## config.mk

```make
export PLATFORM = sky130hd
export DESIGN_NAME = player_life_ctrl
export DESIGN_NICKNAME = d
export VERILOG_FILES = /design/src/rtl/player_life_ctrl.sv
export SDC_FILE = /design/constraint.sdc
export NUM_CORES = 1
export LEC_CHECK = 0
export ABC_AREA = 1
export BUFFER_PORTS_ARGS = -buffer_cell sky130_fd_sc_hd__buf_2
export CAP_MARGIN = 20
export CORE_ASPECT_RATIO = 0.8
export CORE_MARGIN = 2
export CORE_UTILIZATION = 52
export DETAILED_ROUTE_END_ITERATION = 16
export GPL_TIMING_DRIVEN = 1
export PLACE_DENSITY = 0.75
export REMOVE_ABC_BUFFERS = 1
export SLEW_MARGIN = 40
export SYNTH_ARGS = -nofsm -noshare
export SYNTH_HDL_FRONTEND = slang
export SYNTH_SLANG_ARGS = --single-unit
```

## constraint.sdc

```tcl
create_clock -name clk -period 1.47 [get_ports clk]
set_input_delay 0.3675 -clock clk [delete_from_list [all_inputs] [get_ports clk]]
set_output_delay 0.3675 -clock clk [all_outputs]
set_load 0.01 [all_outputs]
```

## src/rtl/player_life_ctrl.sv

```systemverilog
// Player life-cycle sequencer: IDLE -> RESPAWN -> ALIVE -> DYING -> WAIT/GAME_OVER.
// Optional macro EXTRA_LIFE_EN enables extra_life awards; without it extra_life is ignored.
module player_life_ctrl #(
  parameter int INIT_LIVES     = 3,
  parameter int MAX_LIVES      = 5,
  parameter int DEATH_FRAMES   = 60,
  parameter int RESPAWN_FRAMES = 30,
  parameter int INVULN_FRAMES  = 90
) (
  input  logic       clk,
  input  logic       reset,
  input  logic       startOfFrame,
  input  logic       game_start,
  input  logic       player_died,
  input  logic       extra_life,
  output logic       player_freeze,
  output logic       player_respawn,
  output logic       death_anim,
  output logic       invulnerable,
  output logic [2:0] lives,
  output logic       game_over,
  output logic [2:0] state_dbg
);

  typedef enum logic [2:0] {
    S_IDLE      = 3'd0,
    S_ALIVE     = 3'd1,
    S_DYING     = 3'd2,
    S_WAIT      = 3'd3,
    S_RESPAWN   = 3'd4,
    S_GAME_OVER = 3'd5
  } state_t;

  // Zero-length phases would never terminate, so they are stretched to one frame.
  localparam int DF   = (DEATH_FRAMES   < 1) ? 1 : DEATH_FRAMES;
  localparam int RF   = (RESPAWN_FRAMES < 1) ? 1 : RESPAWN_FRAMES;
  localparam int IF   = (INVULN_FRAMES  < 1) ? 1 : INVULN_FRAMES;
  localparam int MAXF = (DF > RF) ? ((DF > IF) ? DF : IF) : ((RF > IF) ? RF : IF);
  localparam int CW   = (MAXF < 2) ? 1 : $clog2(MAXF + 1);
  localparam int ML   = (MAX_LIVES > 7) ? 7 : ((MAX_LIVES < 0) ? 0 : MAX_LIVES);
  localparam int IL   = (INIT_LIVES > ML) ? ML : ((INIT_LIVES < 0) ? 0 : INIT_LIVES);

  localparam logic [CW-1:0] DF_LAST = CW'(DF - 1);
  localparam logic [CW-1:0] RF_LAST = CW'(RF - 1);
  localparam logic [CW-1:0] IV_LOAD = CW'(IF);
  localparam logic [2:0]    MAX_L   = 3'(ML);
  localparam logic [2:0]    INIT_L  = 3'(IL);

  state_t        state_reg, state_next;
  logic [2:0]    lives_reg, lives_next;
  logic [CW-1:0] frame_reg, frame_next;
  logic [CW-1:0] invuln_reg, invuln_next;
  logic          award, death;

`ifndef EXTRA_LIFE_EN
  logic unused_extra_life;
  assign unused_extra_life = extra_life;
`endif

  always_comb begin
    state_next  = state_reg;
    lives_next  = lives_reg;
    frame_next  = frame_reg;
    invuln_next = invuln_reg;
    award       = 1'b0;
`ifdef EXTRA_LIFE_EN
    award = extra_life && (state_reg == S_ALIVE || state_reg == S_DYING ||
                           state_reg == S_WAIT  || state_reg == S_RESPAWN);
`endif
    death = (state_reg == S_ALIVE) && player_died && (invuln_reg == '0);

    if (startOfFrame && invuln_reg != '0)
      invuln_next = invuln_reg - CW'(1);

    // An award coinciding with a death cancels out rather than saturating first.
    if (award && !death) begin
      if (lives_reg < MAX_L)
        lives_next = lives_reg + 3'd1;
    end else if (death && !award) begin
      if (lives_reg != 3'd0)
        lives_next = lives_reg - 3'd1;
    end

    case (state_reg)
      S_RESPAWN: begin
        state_next  = S_ALIVE;
        invuln_next = IV_LOAD;
      end
      S_ALIVE: begin
        if (death) begin
          state_next = S_DYING;
          frame_next = '0;
        end
      end
      S_DYING: begin
        if (startOfFrame) begin
          if (frame_reg == DF_LAST) begin
            frame_next = '0;
            state_next = (lives_next == 3'd0) ? S_GAME_OVER : S_WAIT;
          end else begin
            frame_next = frame_reg + CW'(1);
          end
        end
      end
      S_WAIT: begin
        if (startOfFrame) begin
          if (frame_reg == RF_LAST) begin
            frame_next = '0;
            state_next = S_RESPAWN;
          end else begin
            frame_next = frame_reg + CW'(1);
          end
        end
      end
      default: ;
    endcase

    if (game_start) begin
      state_next = S_RESPAWN;
      lives_next = INIT_L;
      frame_next = '0;
    end
  end

  // Outputs are decoded from the next state so they are registered alongside it.
  always_ff @(posedge clk or posedge reset) begin
    if (reset) begin
      state_reg      <= S_IDLE;
      lives_reg      <= 3'd0;
      frame_reg      <= '0;
      invuln_reg     <= '0;
      player_freeze  <= 1'b1;
      player_respawn <= 1'b0;
      death_anim     <= 1'b0;
      invulnerable   <= 1'b0;
      lives          <= 3'd0;
      game_over      <= 1'b0;
      state_dbg      <= 3'd0;
    end else begin
      state_reg      <= state_next;
      lives_reg      <= lives_next;
      frame_reg      <= frame_next;
      invuln_reg     <= invuln_next;
      player_freeze  <= (state_next != S_ALIVE);
      player_respawn <= (state_next == S_RESPAWN);
      death_anim     <= (state_next == S_DYING);
      invulnerable   <= (invuln_next != '0);
      lives          <= lives_next;
      game_over      <= (state_next == S_GAME_OVER);
      state_dbg      <= state_next;
    end
  end

endmodule

```

Yosys cells after proc, flatten, opt, wreduce, memory -nomap -nowiden:

Index checks and enable logic that the tools add are counted.

* output and inout port bits: 11
* logic and storage cells: 55
* register bits: 25
* input port bits: 6

* add/sub/neg operators: 3
* mux-type cells: 20
* reduce and logical (&&, ||, !) cells: 10
* equal/unequal tests: 13

Operators by type and width (count)
* 7-bit 2-to-1 mux: 8
* 3-bit 2-to-1 mux: 10
* 7-bit case mux with 3 select lines: 1
* 7-bit nonzero test: 2
* 3-bit case mux with 4 select lines: 1
* 3-bit by 2-bit == test with 1-bit output, second input constant: 3
* 3-bit == test, second input constant: 3
* 3-bit != test, second input constant: 3
* 7-bit by 1-bit adder with 7-bit output, second input constant: 1
* 7-bit by 5-bit == test with 1-bit output, second input constant: 1
* 7-bit by 6-bit == test with 1-bit output, second input constant: 1
* 7-bit logical NOT: 1
* 7-bit by 1-bit subtractor with 7-bit output, second input constant: 1
* 4-bit AND reduction: 1
* 4-bit nonzero test: 1
* 3-bit by 1-bit == test with 1-bit output, second input constant: 1
* 1-bit logical AND: 3
* 3-bit logical NOT: 1
* 3-bit by 1-bit != test with 1-bit output, second input constant: 1
* 3-bit nonzero test: 1
* 3-bit by 1-bit subtractor with 3-bit output, second input constant: 1

Longest topological paths before layout:

Gate-level depths: netlist of the first run.

* depth after elaboration: 11
* mapped depth: 14
* depth with buffers taken out: 14

Worst setup path before layout of the first run:

Ideal clock, no wire load.

* path kind: register to register
* start: register lives_reg[0]
* end: register player_respawn
* buffers on the path: 0
* arrival: 1.581 ns
* period minus slack after synthesis: 1.703 ns
* setup slack: -0.233 ns
* stages on the path, launching flop included: 14
* library setup time: 0.121 ns
* data required time: 1.349 ns
* path through: dfrtp_1 -> inv_1 -> ha_1 -> ha_1 -> xnor2_1 -> nand3_1 -> nand2_2 -> inv_2 -> nand4_1 -> nand2_1 -> nand2_2 -> nand2_4 -> nand2_2 -> nor2_1

* cells in the longest elaborated chain, start to end: 10
* elaborated cells between the ends (all ways): 11
* classes of those cells: add/sub: 1; eq/ne: 1; mux: 7; reduce/logical: 2

Ends and longest elaborated chain
* from (decl): RTL line 50 `logic [2:0] lives_reg, lives_next;`
* from (signal assigned): RTL line 141 `lives_reg <= lives_next;`
* 3-bit by 1-bit subtractor with 3-bit output or 3-bit nonzero test (tied branches): RTL line 81, 80
* 3-bit 2-to-1 mux: RTL line 80 `if (lives_reg != 3'd0)`
* 3-bit 2-to-1 mux (*): RTL line 79 `end else if (death && !award) begin`
* 3-bit logical NOT (*): RTL line 99 `state_next = (lives_next == 3'd0) ? S_GAME_OVER : S_WAIT;`
* 3-bit 2-to-1 mux (*): RTL line 99
* 3-bit 2-to-1 mux (*): RTL line 97 `if (frame_reg == DF_LAST) begin`
* 3-bit 2-to-1 mux (*): RTL line 96 `if (startOfFrame) begin`
* 3-bit case mux with 4 select lines (*): RTL line 84 `case (state_reg)`
* 3-bit 2-to-1 mux (*): RTL line 118 `if (game_start) begin`
* 3-bit == test (*): RTL line 145 `player_respawn <= (state_next == S_RESPAWN);`
* to (signal assigned): RTL line 145
* to (decl): RTL line 17 `output logic player_respawn,`

Every way passes the cells marked *; elsewhere a longest branch is shown, timed or not.
A chain may end at the register's enable or synchronous reset.

Worst setup path in the final report of the first run:

* start: register invuln_reg[0]
* end: register invulnerable

* cells in the longest elaborated chain, start to end: 5
* elaborated cells between the ends (all ways): 6
* classes of those cells: add/sub: 1; mux: 2; reduce/logical: 3

Ends and longest elaborated chain
* from (decl): RTL line 52 `logic [CW-1:0] invuln_reg, invuln_next;`
* from (signal assigned): RTL line 143 `invuln_reg <= invuln_next;`
* branches (longest 2 deep; another with 7-bit by 1-bit subtractor with 7-bit output)
* 7-bit 2-to-1 mux (*): RTL line 72 `if (startOfFrame && invuln_reg != '0)`
* 7-bit 2-to-1 mux (*): RTL line 84
* via invuln_next[4]: RTL line 52
* 7-bit nonzero test (*): RTL line 147 `invulnerable <= (invuln_next != '0);`
* to (signal assigned): RTL line 147
* to (decl): RTL line 19 `output logic invulnerable,`

Mark *: on every way through the listed nets, which the timed path passes.

==> summary.txt, run 1 <==
Core area: 2770 um2
Syn avg cell area: 7.69 um2
Worst Path Required: 1.70 ns
P_leak: 1.14 nW
Worst-margin pin slew: 0.329 ns
Congestion Overflow GR: 0
Sum Neg Setup Slack: -3.93 ns
Failing checks: setup timing
Synth top area share: 0.396
Placed Area: 1900 um2
Count of cell types in the netlist: 31
Status: finished with violations
Max Cap Viol: 0
Layout area overhead: 54.0%
PwrDens: 1240 nW/um2
Cell chosen for the clock root: clkbuf_4
Most frequent cells in the layout: buf_4 (39), inv_1 (26), nand2_1 (25), dfrtp_1 (24), nand2_2 (14)
Synth Flop Type: dfrtp_1
CTS tree: done
Post-synthesis sequential area ratio: 0.414
Clock Sinks: 25
Vias in the first global route: 1406
Area contributors post-synth: dfrtp_1 (40%), nand2_1 (8.7%), inv_1 (8.4%)
Synth warn: 0
Crit path capture type: flip-flop
Part of the power in registers: 0.316
WP data arrival: 2.03 ns
Pin count of the biggest net entering global routing: 26
Post-synth EDFFs: 0
Crit Path Category: reg2reg
Overall die height: 52.3 um
Final Hold Fails: 0
Vias per cell: 5.57
1st-pass router iterations: 4
Fmax: 555 MHz
Detailed-route via count: 1676
Endpoints failing setup: 20
Synth Cell Area: 1520 um2
# rows: 17
WL/cell: 16.9 um
Worst-Skew Late Latency: 0.33 ns
GPL Wtd Cong: 0.997
Cell taking the most area after synthesis: dfrtp_1
Sw frac: 0.430
Final slew viol count: 0
CP Max Fanout: 5
Clock Tree Buf Depth: 2
Slew HR: 0.780
Clock slew at reported path FFs: 0.14 ns
Initial core utilization: 0.548
Routed Antenna Nets: 0
Post-detail-place hpwl: 2670 um
Routed WL: 5090 um
CP Launch Type: flip-flop
# IOs: 17
Internal: 0.00165 W
CTS buffer count: 3
Final worst clock skew: 0.0207 ns
P_sw: 0.00124 W
Die Area: 3360 um2
Synthesized flop and latch total: 25
Commonest non-fill, non-tap cell in the layout: buf_4
RSZ-0062 raised after global routing: true
Fin area: 2330 um2
Worst vdd ir: 1.12 mV
Clock Power Share: 0.108
Post-Synthesis Cells: 197
Die Width: 64.4 um
Tot GR Track Use: 0.234
Ys async rst share: 1.00
DRC Markers: 0
Iteration-0 DRC Markers: 95
Antenna violations before repair: 0
CTS H-tree depth: 1
Hold Path Class: in2async
Fin crit period: 1.80 ns
Final period utilization: 1.23
Layout cells sized above 1: 0.548
Worst hold slack: 0.0704 ns
Power Total: 0.00289 W
Port Buffers: 15
First-pass GRT wire length: 6040 um
Final setup margin: -0.332 ns
Total Nets Final: 276
Comb power frac: 0.576
# diodes: 0
[routing by layer]
layer	wire length, um	GRT usage	vias to the layer above
met1	2020	0.301	789
met4	199	0.0461	0
met2	2470	0.417	110
met5	0	0	-
met3	395	0.0473	24
li1	-	-	753
[critical path, cell delays in order, from the launching register on]
cell and delay (ns):
dfrtp_1 0.41, inv_2 0.07, ha_4 0.17, nand2_4 0.07, nor2_4 0.05, buf_6 0.12, buf_6 0.11, nor2_4 0.11
nand2_2 0.09, a21oi_2 0.19, o21ai_2 0.09, nor3_2 0.13, nand3_1 0.09
[per-stage QoR]
step / util / worst slack [ns] / std cells
3_3_place_gp: 0.686 / -0.240 / 283
6_report: 0.844 / -0.332 / 301
2_1_floorplan: - / -0.233 / 197
4_1_cts: 0.723 / -0.259 / 290
3_5_place_dp: 0.686 / -0.333 / 283
5_1_grt: 0.844 / -0.475 / 301
[cell usage after synthesis, types with 2 or more instances]
library cell,number
ha_1,6
nor2_2,4
nor3_1,4
a21oi_1,4
nor2_4,2
inv_1,34
nand2_2,7
o21ai_1,3
nand2_1,35
nand2_4,2
nand4_2,2
nand4_1,4
inv_2,4
nand3b_1,3
o21ai_0,8
nor2_1,26
o22ai_1,2
dfrtp_1,24
nand3_1,11
[power by group through the flow]
stage               combinational, W  clock (W)  sequential (W)
global route                 0.00176   0.000341        0.000927
floorplan                   0.000588          0        0.000955
CTS                          0.00117   0.000314        0.000900
detailed placement           0.00112          0        0.000915
finish                       0.00166   0.000312        0.000914
global placement             0.00109          0        0.000904
[area by class of cell]
class / count / area [um2]
inverters: 39 / 154
multi-input cells: 133 / 1000
fillers: 155 / 432
repair buffers: 62 / 479
well taps: 38 / 47.5
flip-flops and latches: 25 / 627
clock buffers: 4 / 26.3
[cell families after synthesis]
group	share of synthesized area
xor gates and xnor gates	0.0116
buffers and inverters	0.0983
DFF	0.414
and+or+nand+nor	0.353
AOI/OAI and AO/OA	0.0735
adders and majority gates	0.0495
[path summary, 6_finish.rpt]
path                                               from                 endpoint  slack (ns)  cells past startpoint
worst max-delay path            invuln_reg[0]$_DFF_PP0_   invulnerable$_DFF_PP0_       -0.33                     12
worst min-delay path                              reset  invuln_reg[4]$_DFF_PP0_        0.07                      3
worst max register to register  invuln_reg[0]$_DFF_PP0_   invulnerable$_DFF_PP0_       -0.33                     12
worst min register to register  invuln_reg[6]$_DFF_PP0_  invuln_reg[6]$_DFF_PP0_        0.57                      2
max in group asynchronous                         reset  player_freeze$_DFF_PP1_        1.09                      3
min in group clk                             game_start   lives_reg[2]$_DFF_PP0_        0.18                      2
[repair_timing]
action                     in CTS  in global routing
pin swaps                       4                 23
resized for setup              12                 76
hold buffers                    0                  0
buffers inserted                3                 12
setup endpoints to repair      19                 23
cloned                          0                  0
No activity file was read; power rests on OpenSTA's default activity.
==> inputs of run 2 (changes only) <==
SKIP_CTS_REPAIR_TIMING = 1   (was default)
==> summary.txt, run 2 (same netlist as run 1, synthesis figures left out) <==
Status: finished with violations (unchanged)
Failing checks: setup timing (unchanged)
Worst-margin pin slew: 0.313 ns (was 0.329 ns)
Routed Antenna Nets: 0 (unchanged)
Crit Path Category: reg2reg (unchanged)
Core area: 2770 um2 (unchanged)
Commonest non-fill, non-tap cell in the layout: buf_4 (unchanged)
Sw frac: 0.402 (was 0.430)
CTS tree: done (unchanged)
Routed WL: 3900 um (was 5090 um)
Crit path capture type: flip-flop (unchanged)
Worst-Skew Late Latency: 0.32 ns (was 0.33 ns)
WL/cell: 13.2 um (was 16.9 um)
Hold Path Class: in2async (unchanged)
Clock slew at reported path FFs: 0.13 ns (was 0.14 ns)
# rows: 17 (unchanged)
Die Area: 3360 um2 (unchanged)
GPL Wtd Cong: 0.997 (unchanged)
Final setup margin: -0.308 ns (was -0.332 ns)
Pin count of the biggest net entering global routing: 26 (unchanged)
Iteration-0 DRC Markers: 55 (was 95)
P_leak: 1.09 nW (was 1.14 nW)
DRC Markers: 0 (unchanged)
Internal: 0.00155 W (was 0.00165 W)
CTS buffer count: 3 (unchanged)
# IOs: 17 (unchanged)
Clock Sinks: 25 (unchanged)
Final worst clock skew: 0.00385 ns (was 0.0207 ns)
WP data arrival: 1.99 ns (was 2.03 ns)
CP Launch Type: flip-flop (unchanged)
1st-pass router iterations: 4 (unchanged)
Part of the power in registers: 0.349 (was 0.316)
PwrDens: 1230 nW/um2 (was 1240 nW/um2)
Detailed-route via count: 1515 (was 1676)
Overall die height: 52.3 um (unchanged)
Die Width: 64.4 um (unchanged)
CP Max Fanout: 6 (was 5)
# diodes: 0 (unchanged)
Fin crit period: 1.78 ns (was 1.80 ns)
Worst Path Required: 1.68 ns (was 1.70 ns)
Antenna violations before repair: 0 (unchanged)
Clock Tree Buf Depth: 2 (unchanged)
Max Cap Viol: 0 (unchanged)
Register Area: 627 um2 (unchanged)
CTS H-tree depth: 1 (unchanged)
Worst hold slack: 0.0764 ns (was 0.0704 ns)
FF-to-FF Start: invuln_reg[1]$_DFF_PP0_ (was invuln_reg[0]$_DFF_PP0_)
Endpoints failing setup: 19 (was 20)
Layout cells sized above 1: 0.440 (was 0.548)
Slew HR: 0.791 (was 0.780)
Worst R2R Setup Slack: -0.31 ns (was -0.33 ns)
RSZ-0062 raised after global routing: true (unchanged)
Total Nets Final: 270 (was 276)
Cell chosen for the clock root: clkbuf_4 (unchanged)
P_sw: 0.00105 W (was 0.00124 W)
Post-detail-place hpwl: 2670 um (unchanged)
Port Buffers: 15 (unchanged)
Initial core utilization: 0.548 (unchanged)
# fillers: 193 (was 155)
Clock Power Share: 0.116 (was 0.108)
Final Hold Fails: 0 (unchanged)
Fmax: 562 MHz (was 555 MHz)
Layout area overhead: 40.0% (was 54.0%)
Vias per cell: 5.14 (was 5.57)
Final period utilization: 1.21 (was 1.23)
FF-to-FF path depth: 11 (was 12)
Fin cells: 295 (was 301)
FF-to-FF End: invulnerable$_DFF_PP0_ (unchanged)
Congestion Overflow GR: 0 (unchanged)
Most frequent cells in the layout: buf_4 (39), nand2_1 (30), inv_1 (29), dfrtp_1 (24), nor2_1 (20) (was buf_4 (39), inv_1 (26), nand2_1 (25), dfrtp_1 (24), nand2_2 (14))
Tot GR Track Use: 0.228 (was 0.234)
Multi-input gate area: 867 um2 (was 1000 um2)
Cell count after placement: 283 (unchanged)
Final slew viol count: 0 (unchanged)
Comb power frac: 0.535 (was 0.576)
First-pass GRT wire length: 5890 um (was 6040 um)
Worst vdd ir: 1.18 mV (was 1.12 mV)
Vias in the first global route: 1391 (was 1406)
-- run 2: worst max path at each step --
stage / slack [ns] / endpoint / start
finish: -0.31 / invulnerable$_DFF_PP0_ / invuln_reg[1]$_DFF_PP0_
global route: -0.39 / game_over$_DFF_PP0_ / invuln_reg[2]$_DFF_PP0_
CTS: -0.37 / player_respawn$_DFF_PP0_ / lives_reg[1]$_DFF_PP0_
detailed placement: -0.33 / player_respawn$_DFF_PP0_ / lives_reg[1]$_DFF_PP0_
global placement: -0.24 / invulnerable$_DFF_PP0_ / invuln_reg[0]$_DFF_PP0_
floorplan: -0.23 / player_respawn$_DFF_PP0_ / lives_reg[0]$_DFF_PP0_
-- run 2: critical path: stages (launching register included) --
cell      delay [ns]
dfrtp_1         0.38
inv_1           0.08
ha_4            0.17
nand2_4         0.07
nor2_4          0.05
buf_4           0.14
nor2_4          0.19
nand2_2         0.10
o21ai_1         0.12
nand3b_1        0.14
nor2_2          0.15
nand3_1         0.08
-- run 2: layout make-up --
class                      count  share of cell area
multi-input combinational    133               0.409
inverter                      39              0.0702
clock buffer                   4              0.0124
tap                           38              0.0224
sequential                    25               0.295
timing repair buffer          56               0.191
-- run 2: stage by stage --
| stage | total power, W | TNS (ns) | setup slack [ns] | util | area, um2 |
|---|---|---|---|---|---|
| floorplan | 0.00154 | -1.26 | -0.233 | - | 1520 |
| global placement | 0.00199 | -2.63 | -0.240 | 0.686 | 1900 |
| detailed placement | 0.00204 | -3.49 | -0.333 | 0.686 | 1900 |
| CTS | 0.00235 | -4.08 | -0.374 | 0.696 | 1920 |
| global route | 0.00277 | -5.12 | -0.391 | 0.767 | 2120 |
| finish | 0.00260 | -2.90 | -0.308 | 0.767 | 2120 |
-- run 2: metal layers --
layer / track usage / up-vias / routed length (um)
met5: 0 / - / 0
met4: 0.0426 / 0 / 72
met3: 0.0430 / 8 / 188
met2: 0.406 / 48 / 1880
met1: 0.295 / 716 / 1760
li1: - / 743 / -
-- run 2: power groups by stage --
stage	clock, W	sequential (W)	combinational (W)
6_report	0.000303	0.000907	0.00139
5_1_grt	0.000333	0.000919	0.00152
4_1_cts	0.000314	0.000903	0.00114
3_5_place_dp	0	0.000915	0.00112
3_3_place_gp	0	0.000904	0.00109
2_1_floorplan	0	0.000955	0.000588
